**config.mk**
```make
export PLATFORM = sky130hd
export DESIGN_NAME = encoder_8_3_req
export DESIGN_NICKNAME = d
export VERILOG_FILES = /design/src/rtl/enc_pkg.sv /design/src/rtl/priority_enc_8_3.sv /design/src/rtl/encoder_8_3_req.sv
export SDC_FILE = /design/constraint.sdc
export NUM_CORES = 1
export LEC_CHECK = 0
export ABC_CLOCK_PERIOD_IN_PS = 1600
export CAP_MARGIN = 20
export CORE_AREA = 2 2 39 41
export CTS_CLUSTER_DIAMETER = 40
export DETAILED_ROUTE_END_ITERATION = 8
export DIE_AREA = 0 0 41 43
export DONT_BUFFER_PORTS = 1
export MAX_ROUTING_LAYER = met4
export PLACE_DENSITY_LB_ADDON = 0.25
export SETUP_SLACK_MARGIN = 0.4
export SYNTH_ARGS = -nofsm -noshare
export SYNTH_HDL_FRONTEND = slang
export SYNTH_SLANG_ARGS = --single-unit
export TNS_END_PERCENT = 5
```
**constraint.sdc**
```tcl
create_clock -name clk -period 1.6 [get_ports clk]
set_clock_uncertainty 0.1 [all_clocks]
set_input_delay 0.16 -clock clk [delete_from_list [all_inputs] [get_ports clk]]
set_output_delay 0.16 -clock clk [all_outputs]
set_load 0.02 [all_outputs]
```
**src/rtl/enc_pkg.sv**
```systemverilog
// Shared widths, FSM state type and index helper for the 8-to-3 request encoder.
// Imported by priority_enc_8_3 and encoder_8_3_req.
package enc_pkg;

    localparam int REQ_W = 8;
    localparam int IDX_W = 3;

    typedef enum logic {
        IDLE    = 1'b0,
        PRESENT = 1'b1
    } state_t;

    // One-hot request mask for a binary index.
    function automatic logic [REQ_W-1:0] idx_onehot(input logic [IDX_W-1:0] idx);
        return REQ_W'(1) << idx;
    endfunction

endpackage

```
**src/rtl/priority_enc_8_3.sv**
```systemverilog
// Combinational wrap-around priority encoder: searches req downward from start
// (start, start-1, ..., wrapping 0 -> 7) and returns the first set index.
module priority_enc_8_3
    import enc_pkg::*;
(
    input  logic [7:0] req,
    input  logic [2:0] start,
    output logic [2:0] idx,
    output logic       any
);

    logic [7:0] rot;
    logic [2:0] src;
    logic [2:0] off;

    // Rotate so that req[start] lands at rot[7]; a plain highest-bit search
    // over rot then walks req downward from start with wrap-around.
    always_comb begin
        rot = '0;
        src = '0;
        for (int j = 0; j < REQ_W; j++) begin
            src    = start + IDX_W'(j + 1);
            rot[j] = req[src];
        end
    end

    always_comb begin
        off = '0;
        for (int j = 0; j < REQ_W; j++) begin
            if (rot[j]) begin
                off = IDX_W'(j);
            end
        end
    end

    assign idx = start + off + 3'd1;
    assign any = |req;

endmodule

```
**src/rtl/encoder_8_3_req.sv**
```systemverilog
// Sequential 8-to-3 request encoder with sticky pending bits and a V/Ack
// handshake. Define ROUND_ROBIN_EN for rotating priority; default is fixed (7 highest).
module encoder_8_3_req
    import enc_pkg::*;
(
    input  logic       clk,
    input  logic       rst_n,
    input  logic       E,
    input  logic [7:0] In,
    output logic [2:0] Out,
    output logic       V,
    input  logic       Ack
);

    // Handshake: Out is valid while V=1 and is held stable until Ack is seen
    // high on a rising edge with V=1; that edge is the grant. Ack with V=0 is ignored.

    state_t     state;
    logic [7:0] pend;
    logic [7:0] clr;
    logic [7:0] set_vec;
    logic [2:0] sel_start;
    logic [2:0] sel_idx;
    logic       sel_any;
    logic       grant;

    assign grant   = V && Ack;
    assign clr     = grant ? idx_onehot(Out) : 8'h00;
    assign set_vec = E ? In : 8'h00;

`ifdef ROUND_ROBIN_EN
    logic [2:0] last;

    always_ff @(posedge clk or negedge rst_n) begin
        if (!rst_n) begin
            last <= 3'd0;
        end else if (grant) begin
            last <= Out;
        end
    end

    // Start one below the last grant; after reset this is 7, matching fixed order.
    assign sel_start = last - 3'd1;
`else
    assign sel_start = 3'd7;
`endif

    priority_enc_8_3 u_sel (
        .req   (pend),
        .start (sel_start),
        .idx   (sel_idx),
        .any   (sel_any)
    );

    // Set beats clear: a request re-asserted during its own grant stays pending.
    always_ff @(posedge clk or negedge rst_n) begin
        if (!rst_n) begin
            pend <= 8'h00;
        end else begin
            pend <= (pend & ~clr) | set_vec;
        end
    end

    always_ff @(posedge clk or negedge rst_n) begin
        if (!rst_n) begin
            state <= IDLE;
            Out   <= 3'd0;
            V     <= 1'b0;
        end else begin
            case (state)
                IDLE: begin
                    if (sel_any) begin
                        Out   <= sel_idx;
                        V     <= 1'b1;
                        state <= PRESENT;
                    end
                end
                PRESENT: begin
                    if (Ack) begin
                        V     <= 1'b0;
                        state <= IDLE;
                    end
                end
                default: begin
                    V     <= 1'b0;
                    state <= IDLE;
                end
            endcase
        end
    end

endmodule

```
==> impl_metrics.json <==
{
  "syn2layout_area_growth_pct": 31.6,
  "synth_async_sr_flop_share": 1.00,
  "cap_violations": 0,
  "wl_met1_um": 548,
  "wirelength_mm": 1.34,
  "post-route-period-util": 0.806,
  "via_per_inst": 5.25,
  "cp_max_fo": 4,
  "layout_setup_ws_ps": 311,
  "start_util": 0.435,
  "setup_viol": 0,
  "synth_nets": 75,
  "cp-start-kind": "flop",
  "dp_slack_ps": 330,
  "num_antenna_cells": 0,
  "ir_drop_mv": 0.693,
  "endpoint_kind": "flop",
  "synth_seq_cells": 13,
  "portBuffers": 0,
  "dp_hpwl_um": 854,
  "first_pass_iters": 4,
  "required_ps": 1670,
  "cts_tree": "built",
  "max_freq_ghz": 0.776,
  "grt_pass1_vias": 527,
  "netlist_area_sq_um": 602,
  "synth_area_per_cell_sq_um": 9.55,
  "critPathLaunch": "Out[2]$_DFFE_PN0P_",
  "die_height_um": 43,
  "synth_top_area_frac": 0.541,
  "r2r_slack_ps": 310,
  "die_w_um": 41,
  "yosysWarnings": 0,
  "hold-worst-slack_ps": 88.7,
  "hold_start": "Ack",
  "fin_crit_ps": 1290,
  "io_pins": 16,
  "core_area_sq_um": 1380,
  "gp_congestion": 0.848,
  "slew_violations": 0,
  "rsz0062_at_grt": "true",
  "clock-sinks": 13,
  "grt-ovfl-total": 0,
  "numCtsBuffers": 3,
  "run_status": "finished clean",
  "drive_above_1_share": 0.173,
  "critPathKind": "reg2reg",
  "row_count": 14,
  "rr_worst_depth": 3,
  "setup_tns_ps": 0,
  "power_leakage_uw": 0.000327,
  "wl_met2_um": 657,
  "cp_data_arrival_time_ps": 1350,
  "multiInputGateArea_sq_um": 267,
  "nNetsFinal": 94,
  "vias": 509,
  "hold_violations": 0,
  "power.density_nw_per_um2": 1370,
  "cts_buffer_depth": 2,
  "final_area_sq_um": 792,
  "synth_common_cells": "17 x nand2_1, 13 x dfrtp_1, 8 x o21ai_0",
  "place_area_sq_um": 618,
  "seq_area_sq_um": 328,
  "drt_iter0_drc": 14,
  "synth_ff_type": "dfrtp_1",
  "worstHoldPathType": "in2reg",
  "syn_inst": 63,
  "clockRootBuffer": "clkbuf_4",
  "crit_end": "pend[1]$_DFF_PN0_",
  "clkTransAtPathRegs_ps": 70,
  "r2r_start": "Out[2]$_DFFE_PN0P_",
  "yosysMostFrequentCell": "nand2_1",
  "synth_edf_count": 0,
  "wl_met3_um": 85,
  "synth_cell_type_count": 17,
  "drc": 0,
  "track_usage": 0.213,
  "wl_per_cell_um": 13.8,
  "die_area_sq_um": 1760,
  "synth.area.top_cells": "dfrtp_1 54%, nand2_1 11%, nor4_4 7.1%, o21ai_0 6.7%, a21oi_1 3.3%",
  "grt_max_degree": 14,
  "htree_levels": 1,
  "antenna_left": 0,
  "synth_top_cell_by_area": "dfrtp_1",
  "routed.top_layer": "met4",
  "grt_pass1_wl_mm": 2.33,
  "worst_pin_slew_ps": 578,
  "antenna_found_initial": 0,
  "num-fill-cells": 126,
  "insertion_delay_ps": 280,
  "yosysSeqAreaShare": 0.541,
  "relSlewSlack": 0.614,
  "rr_endpoint": "pend[1]$_DFF_PN0_"
}
[repair_timing]
action | in CTS | in global routing
pin swaps | 2 | 1
gates resized for setup | 1 | 2
setup endpoints to repair | 12 | 12
hold endpoints to repair | 23 | 0
hold buffers | 11 | 0
setup buffers | 3 | 1
[logic make-up after synthesis]
group	count (synthesis)	share of synthesized area
AO/OA/AOI/OAI	18	0.181
buffers and inverters	4	0.0249
flip-flops	13	0.541
AND/OR/NAND/NOR	28	0.254
[state kept, by name, indices dropped and copies added (netlist names)]
signal	count
pend	8
Out	3
V	1
state	1
[metrics by stage]
step           utilization  instances  power [uW]
5_1_grt              0.572         97        1180
4_1_cts              0.562         96        1080
6_report             0.572         97        1090
3_5_place_dp         0.447         78         818
2_1_floorplan            -         63         754
3_3_place_gp         0.447         78         816
[routing by layer]
| metal | up-vias | GRT usage |
|---|---|---|
| met2 | 25 | 0.303 |
| met4 | 0 | 0.140 |
| met3 | 6 | 0.0471 |
| li1 | 254 | - |
| met1 | 224 | 0.262 |
| met5 | - | - |
[layout make-up]
cell class,count,share of cell area
Multi-Input combinational cell,46,0.336
Sequential cell,13,0.414
Tap cell,16,0.0253
Timing Repair Buffer,15,0.177
Clock buffer,4,0.0332
Inverter,3,0.0142
[worst min-delay path by stage]
stage / end / slack (ps) / depth (start not counted)
finish: pend[4]$_DFF_PN0_ / 90 / 3
global route: pend[4]$_DFF_PN0_ / 130 / 3
CTS: pend[4]$_DFF_PN0_ / 90 / 3
detailed placement: pend[3]$_DFF_PN0_ / -240 / 0
global placement: pend[0]$_DFF_PN0_ / -240 / 0
floorplan: Out[0]$_DFFE_PN0P_ / -240 / 0
[power breakdown]
group,internal [uW],switching (uW)
Combinational,135,140
Clock,96.8,104
Sequential,428,184
Total,660,428
[cells in the final DEF, fill, tap and decap left out, types with 3 or more instances in the layout]
| cell | netlist | layout |
|---|---|---|
| inv_1 | 3 | 3 |
| buf_4 | 0 | 4 |
| nor2_1 | 3 | 3 |
| dfrtp_1 | 13 | 11 |
| dlygate4sd3_1 | 0 | 11 |
| clkbuf_4 | 0 | 3 |
| a21oi_1 | 4 | 4 |
| o21ai_0 | 8 | 8 |
| nand2_1 | 17 | 17 |
[critical path, stage by stage, from the launching register on]
cell	delay, ps
dfrtp_2	470
nand3b_1	270
o21ai_0	260
nand2_1	80
Power figures use the tool's default switching activity.
